### config.mk
export PLATFORM = sky130hd
export DESIGN_NAME = regin_bank
export DESIGN_NICKNAME = d
export VERILOG_FILES = /design/src/rtl/regin_bank.sv
export SDC_FILE = /design/constraint.sdc
export NUM_CORES = 1
export LEC_CHECK = 0
export ABC_AREA = 0
export BUFFER_PORTS_ARGS = -buffer_cell sky130_fd_sc_hd__buf_4
export CORE_MARGIN = 2
export CORE_UTILIZATION = 40
export CTS_CLUSTER_DIAMETER = 30
export CTS_CLUSTER_SIZE = 8
export DETAILED_ROUTE_END_ITERATION = 16
export GPL_ROUTABILITY_DRIVEN = 0
export SYNTH_ARGS = -nofsm -noshare
export SYNTH_HDL_FRONTEND = slang
export SYNTH_SLANG_ARGS = --single-unit
export TNS_END_PERCENT = 30
### constraint.sdc
create_clock -name clk -period 2.15 [get_ports clk]
set_clock_uncertainty 0.15 [all_clocks]
set_input_delay 0.3225 -clock clk [delete_from_list [all_inputs] [get_ports clk]]
set_output_delay 0.3225 -clock clk [all_outputs]
set_load 0.01 [all_outputs]
### src/rtl/regin_bank.sv
// regin_bank: a bank of NUM_CH double-buffered configuration registers.
// Each channel has a shadow copy and an active copy. Writes normally land in
// the shadow copy, and a commit copies every shadow to its active copy at once.
// An immediate write updates both copies. A sequenced soft-clear walks the
// channels back to RST_VAL, one channel per cycle.
module regin_bank #(
  parameter int unsigned        WIDTH   = 8,
  parameter int unsigned        NUM_CH  = 4,
  parameter logic [WIDTH-1:0]   RST_VAL = '0,
  localparam int unsigned       CHW     = (NUM_CH > 1) ? $clog2(NUM_CH) : 1
) (
  input  logic                    clk,
  input  logic                    rst,
  input  logic                    wr_valid,
  output logic                    wr_ready,
  input  logic [CHW-1:0]          wr_ch,
  input  logic [WIDTH-1:0]        wr_data,
  input  logic                    wr_imm,
  input  logic                    commit,
  input  logic                    clr_req,
  output logic                    busy,
  output logic                    wr_err,
  output logic [NUM_CH-1:0]       dirty,
  output logic [NUM_CH*WIDTH-1:0] q
);

  typedef enum logic [0:0] {
    S_IDLE  = 1'b0,
    S_CLEAR = 1'b1
  } state_t;

  localparam logic [CHW-1:0] LAST_CH = CHW'(NUM_CH - 1);
  localparam logic [CHW:0]   NUM_CH_W = (CHW + 1)'(NUM_CH);

  state_t             state_q;
  logic [CHW-1:0]     clr_cnt_q;
  logic               busy_q;
  logic               wr_ready_q;
  logic               wr_err_q;

  logic [WIDTH-1:0]   shadow_q [NUM_CH];
  logic [WIDTH-1:0]   shadow_d [NUM_CH];
  logic [WIDTH-1:0]   active_q [NUM_CH];
  logic [WIDTH-1:0]   active_d [NUM_CH];
  logic [NUM_CH-1:0]  dirty_q;
  logic [NUM_CH-1:0]  dirty_d;

  logic               wr_acc;
  logic               wr_oor;

  // A write is accepted only while ready, and ready is only high in IDLE
  assign wr_acc = wr_valid & wr_ready_q;
  assign wr_oor = ({1'b0, wr_ch} >= NUM_CH_W);

  // Per-channel next state: the clear step in CLEAR, otherwise a write then a commit
  always_comb begin
    for (int unsigned i = 0; i < NUM_CH; i++) begin
      shadow_d[i] = shadow_q[i];
      active_d[i] = active_q[i];
      dirty_d[i]  = dirty_q[i];
      if (state_q == S_CLEAR) begin
        if (clr_cnt_q == CHW'(i)) begin
          shadow_d[i] = RST_VAL;
          active_d[i] = RST_VAL;
          dirty_d[i]  = 1'b0;
        end
      end else begin
        // The write goes into shadow_d first, so a commit in the same cycle
        // copies the freshly written value (write-then-commit ordering).
        if (wr_acc && (wr_ch == CHW'(i))) begin
          shadow_d[i] = wr_data;
          if (wr_imm) begin
            active_d[i] = wr_data;
            dirty_d[i]  = 1'b0;
          end else begin
            dirty_d[i]  = 1'b1;
          end
        end
        if (commit) begin
          active_d[i] = shadow_d[i];
          dirty_d[i]  = 1'b0;
        end
      end
    end
  end

  // Register bank state
  always_ff @(posedge clk) begin
    if (rst) begin
      for (int unsigned i = 0; i < NUM_CH; i++) begin
        shadow_q[i] <= RST_VAL;
        active_q[i] <= RST_VAL;
      end
      dirty_q <= '0;
    end else begin
      for (int unsigned i = 0; i < NUM_CH; i++) begin
        shadow_q[i] <= shadow_d[i];
        active_q[i] <= active_d[i];
      end
      dirty_q <= dirty_d;
    end
  end

  // Control FSM with registered busy, wr_ready and wr_err
  always_ff @(posedge clk) begin
    if (rst) begin
      state_q    <= S_IDLE;
      clr_cnt_q  <= '0;
      busy_q     <= 1'b0;
      wr_ready_q <= 1'b0;
      wr_err_q   <= 1'b0;
    end else begin
      wr_err_q <= wr_acc & wr_oor;
      case (state_q)
        S_IDLE: begin
          clr_cnt_q <= '0;
          if (clr_req) begin
            state_q    <= S_CLEAR;
            busy_q     <= 1'b1;
            wr_ready_q <= 1'b0;
          end else begin
            busy_q     <= 1'b0;
            wr_ready_q <= 1'b1;
          end
        end
        S_CLEAR: begin
          if (clr_cnt_q == LAST_CH) begin
            state_q    <= S_IDLE;
            clr_cnt_q  <= '0;
            busy_q     <= 1'b0;
            wr_ready_q <= 1'b1;
          end else begin
            clr_cnt_q  <= clr_cnt_q + 1'b1;
          end
        end
        default: begin
          state_q    <= S_IDLE;
          clr_cnt_q  <= '0;
          busy_q     <= 1'b0;
          wr_ready_q <= 1'b1;
        end
      endcase
    end
  end

  // Flatten the active copies onto the output bus
  always_comb begin
    q = '0;
    for (int unsigned i = 0; i < NUM_CH; i++) begin
      q[i*WIDTH +: WIDTH] = active_q[i];
    end
  end

  assign wr_ready = wr_ready_q;
  assign busy     = busy_q;
  assign wr_err   = wr_err_q;
  assign dirty    = dirty_q;

endmodule

==> PnR_summary.wiki <==
{| class="wikitable"
! Metric !! Value
|-
| Final Routed Wirelength || 8760 um
|-
| Cell breakdown of the critical path || buf_4, nand2b_1, a311oi_4, a221o_1
|-
| Yosys cell types || 41
|-
| Average wire per cell in the routed design || 18.5 um
|-
| Via count || 2,764
|-
| Average via count per standard cell || 5.82
|-
| First-pass GRT wire length || 13,900 um
|-
| Largest net degree at the start of global routing || 44
|-
| # IOs || 55
|-
| FF+latch count, synth || 73
|-
| Path type of the worst min-delay path || input port to register
|-
| Number of global-route vias before repair || 2,549
|-
| Final setup fails || 0
|-
| Cell area after technology mapping || 3320 um^2
|-
| Non-filler cells, final || 475
|-
| Antenna diode count || 0
|-
| Hold violation count in the final report || 0
|-
| Input/output buffers || 53
|-
| Worst endpoint data arrival time || 2.07 ns
|-
| Overall power consumption || 0.00266 W
|-
| Relative contribution of combinational cells to total power || 0.113
|-
| Number of instances in the synthesized netlist || 320
|-
| Count of maximum capacitance violations || 0
|-
| Async set or reset register ratio after synthesis || 0
|-
| CP peak stage delay || 0.56 ns
|-
| Total number of placement rows || 33
|-
| Clock sink count || 73
|-
| Iteration-0 DRC count of the detailed router || 147
|-
| Proportion of total power due to net switching || 0.264
|-
| Total global routing overflow || 0
|-
| PwrDens || 665 nW/um^2
|-
| Inst Count DP || 459
|-
| Combined global-route utilization of all metal layers || 0.204
|-
| Initial Util || 0.409
|-
| Number of detailed-route iterations in the first pass || 4
|-
| Area delta synth->final || 20.2%
|-
| Pint || 0.00196 W
|-
| Share of Yosys cell area claimed by the top area cell type || 0.440
|-
| Top area cells in the synthesized netlist || dfxtp_1, a221o_1, and3_1, o211ai_1, a21oi_1
|-
| TritonCTS clock tree || yes
|-
| Fmax || 515 MHz
|-
| Clock period minus worst slack || 1.94 ns
|-
| Layout filler cell count || 774
|-
| Cell chosen for the clock root || clkbuf_8
|-
| Transition time of the tightest slew-check pin || 0.628 ns
|-
| Cell taking the most area after synthesis || dfxtp_1
|-
| Final max-slew violation count || 0
|-
| Number of H-tree branching levels || 3
|-
| Cts bufs inserted || 9
|-
| Remaining number of nets flagged by the antenna check after routing || 0
|-
| Leading cell type by number of instances after synthesis || dfxtp_1
|-
| Avg Cell Area, Syn || 10.4 um^2
|-
| Crit path max fanout || 15
|-
| Die W || 95.2 um
|-
| Required @ worst endpoint || 2.28 ns
|-
| Type of origin of the critical path || register
|-
| Nature of the critical path endpoint || register
|-
| Detailed-route DRC error count || 0
|-
| Unrepaired setup endpoints after global routing || no
|-
| Result of the run || finished, final reports clean
|-
| Number of antenna violations at the first check in global routing || 0
|-
| Placeable core area || 8130 um^2
|-
| Maximum VDD drop || 0.370 mV
|-
| Worst skew pair latency || 0.34 ns
|-
| Final layout net count || 385
|-
| Worst slew margin || 0.578
|-
| Clk slew on worst S/H paths || 0.08 ns
|-
| Die outline height || 95.2 um
|-
| Slowest cell on the critical path || dfxtp_2
|-
| Net Count, Synth || 340
|-
| Setup TNS || 0 ns
|-
| Ys Warns || 0
|-
| Share of post-route cells with drive strength above 1 || 0.276
|-
| Total of hold buffers inserted after clock tree synthesis || 0
|-
| Number of enable-type register cells in the synthesized netlist || 0
|-
| Half-perimeter wire length after detailed placement || 5770 um
|-
| Die Outline Area || 9050 um^2
|-
| Final Cycle Share || 0.903
|-
| Proportion of power drawn by flip-flops and latches || 0.525
|-
| Most used flip-flop cell after synthesis || dfxtp_1
|-
| Sw Pwr || 0.000700 W
|-
| Clock network fraction of total power || 0.362
|-
| Type of the setup path with the least slack || register to register
|-
| Leakage power of the design || 1.65 nW
|-
| Most numerous cell types in the synthesized netlist || dfxtp_1, a221o_1, and3_1
|-
| Clk buf depth || 2
|-
| Final hold slack || 0.127 ns
|-
| Portion of the post-synthesis area used by sequential elements || 0.440
|}
==> registers in the layout, indices dropped and copies added (netlist names) <==
name and flops:
dirty 4, shadow_q 32, active_q 32, wr_ready 1, clr_cnt_q 2, state_q 1
busy 1
==> power groups by stage <==
stage | sequential, W | clock (W) | combinational, W
2_1_floorplan | 0.00142 | 0 | 0.000191
3_3_place_gp | 0.00142 | 0 | 0.000295
3_5_place_dp | 0.00142 | 0 | 0.000299
4_1_cts | 0.00139 | 0.000986 | 0.000299
5_1_grt | 0.00140 | 0.00104 | 0.000326
6_report | 0.00139 | 0.000963 | 0.000300
==> path summary, 6_finish.rpt <==
kind	startpoint	to	slack, ns	cells after the start
hold / removal	clr_req	wr_ready	0.13	3
setup / recovery	state_q	active_q[0][2]	0.21	4
setup reg to reg	state_q	active_q[0][2]	0.21	4
hold reg to reg	shadow_q[3][4]	shadow_q[3][4]	0.32	1
==> cell families (layout without fill, tap and decap cells) <==
group | count (synthesis) | after routing | share of synthesized area
AOI/OAI and AO/OA | 104 | 104 | 0.268
and+or+nand+nor | 94 | 94 | 0.199
DFF | 73 | 73 | 0.440
buffers and inverters | 40 | 90 | 0.0584
adders and majority gates | 4 | 4 | 0.0151
muxes | 4 | 4 | 0.0181
other | 1 | 1 | 0.00113
==> through the flow <==
step / worst slack [ns] / util / cell area (um^2)
floorplan: 0.483 / - / 3320
global placement: 0.199 / 0.469 / 3810
detailed placement: 0.156 / 0.469 / 3810
CTS: 0.188 / 0.490 / 3990
global route: 0.0768 / 0.491 / 4000
finish: 0.208 / 0.491 / 4000
==> critical path, delay by kind of cell (launching register included) <==
kind	cells	cell delay, ns
DFF	1	0.56
AOI/OAI and AO/OA	2	0.70
and+or+nand+nor	1	0.14
buffers and inverters	1	0.31
==> final cells by class <==
type / instances / area, um^2 / area share
Inverter: 4 / 15.0 / 0.00376
Multi-Input combinational cell: 207 / 1670 / 0.419
Tap cell: 105 / 131 / 0.0329
Sequential cell: 73 / 1460 / 0.366
Clock inverter: 3 / 15.0 / 0.00376
Clock buffer: 13 / 159 / 0.0398
Timing Repair Buffer: 70 / 538 / 0.135
==> layout by cell type (no fill, tap or decap), drive strengths merged, types with 2 or more instances in the layout <==
| cell type | instances |
|---|---|
| a21oi | 25 |
| a221o | 32 |
| a311oi | 4 |
| a31o | 9 |
| a32o | 2 |
| and3 | 32 |
| and4 | 7 |
| and4b | 2 |
| buf | 70 |
| clkbuf | 13 |
| clkinv | 3 |
| dfxtp | 73 |
| ha | 4 |
| inv | 4 |
| mux2 | 4 |
| nand2 | 4 |
| nand2b | 5 |
| nand3 | 24 |
| nand4b | 2 |
| nor2 | 2 |
| nor2b | 2 |
| nor3 | 4 |
| nor3b | 2 |
| nor4 | 4 |
| o211ai | 24 |
| o31ai | 3 |
==> what timing repair did <==
action                     4_1_cts  5_1_grt
buffers inserted                 0        0
setup endpoints to repair        0       16
hold endpoints to repair         0        0
resized for setup                0        1
==> per-layer routing <==
metal  wire (um)  share of wire  GRT usage  vias up
li1            -              -          -     1353
met1        4000           0.46      0.279     1331
met2        4150           0.47      0.321       72
met3         536          0.061     0.0340        8
met4          78         0.0089     0.0761        0
met5           0              0          0        -
Note: power is estimated with default switching activity, not from simulation.
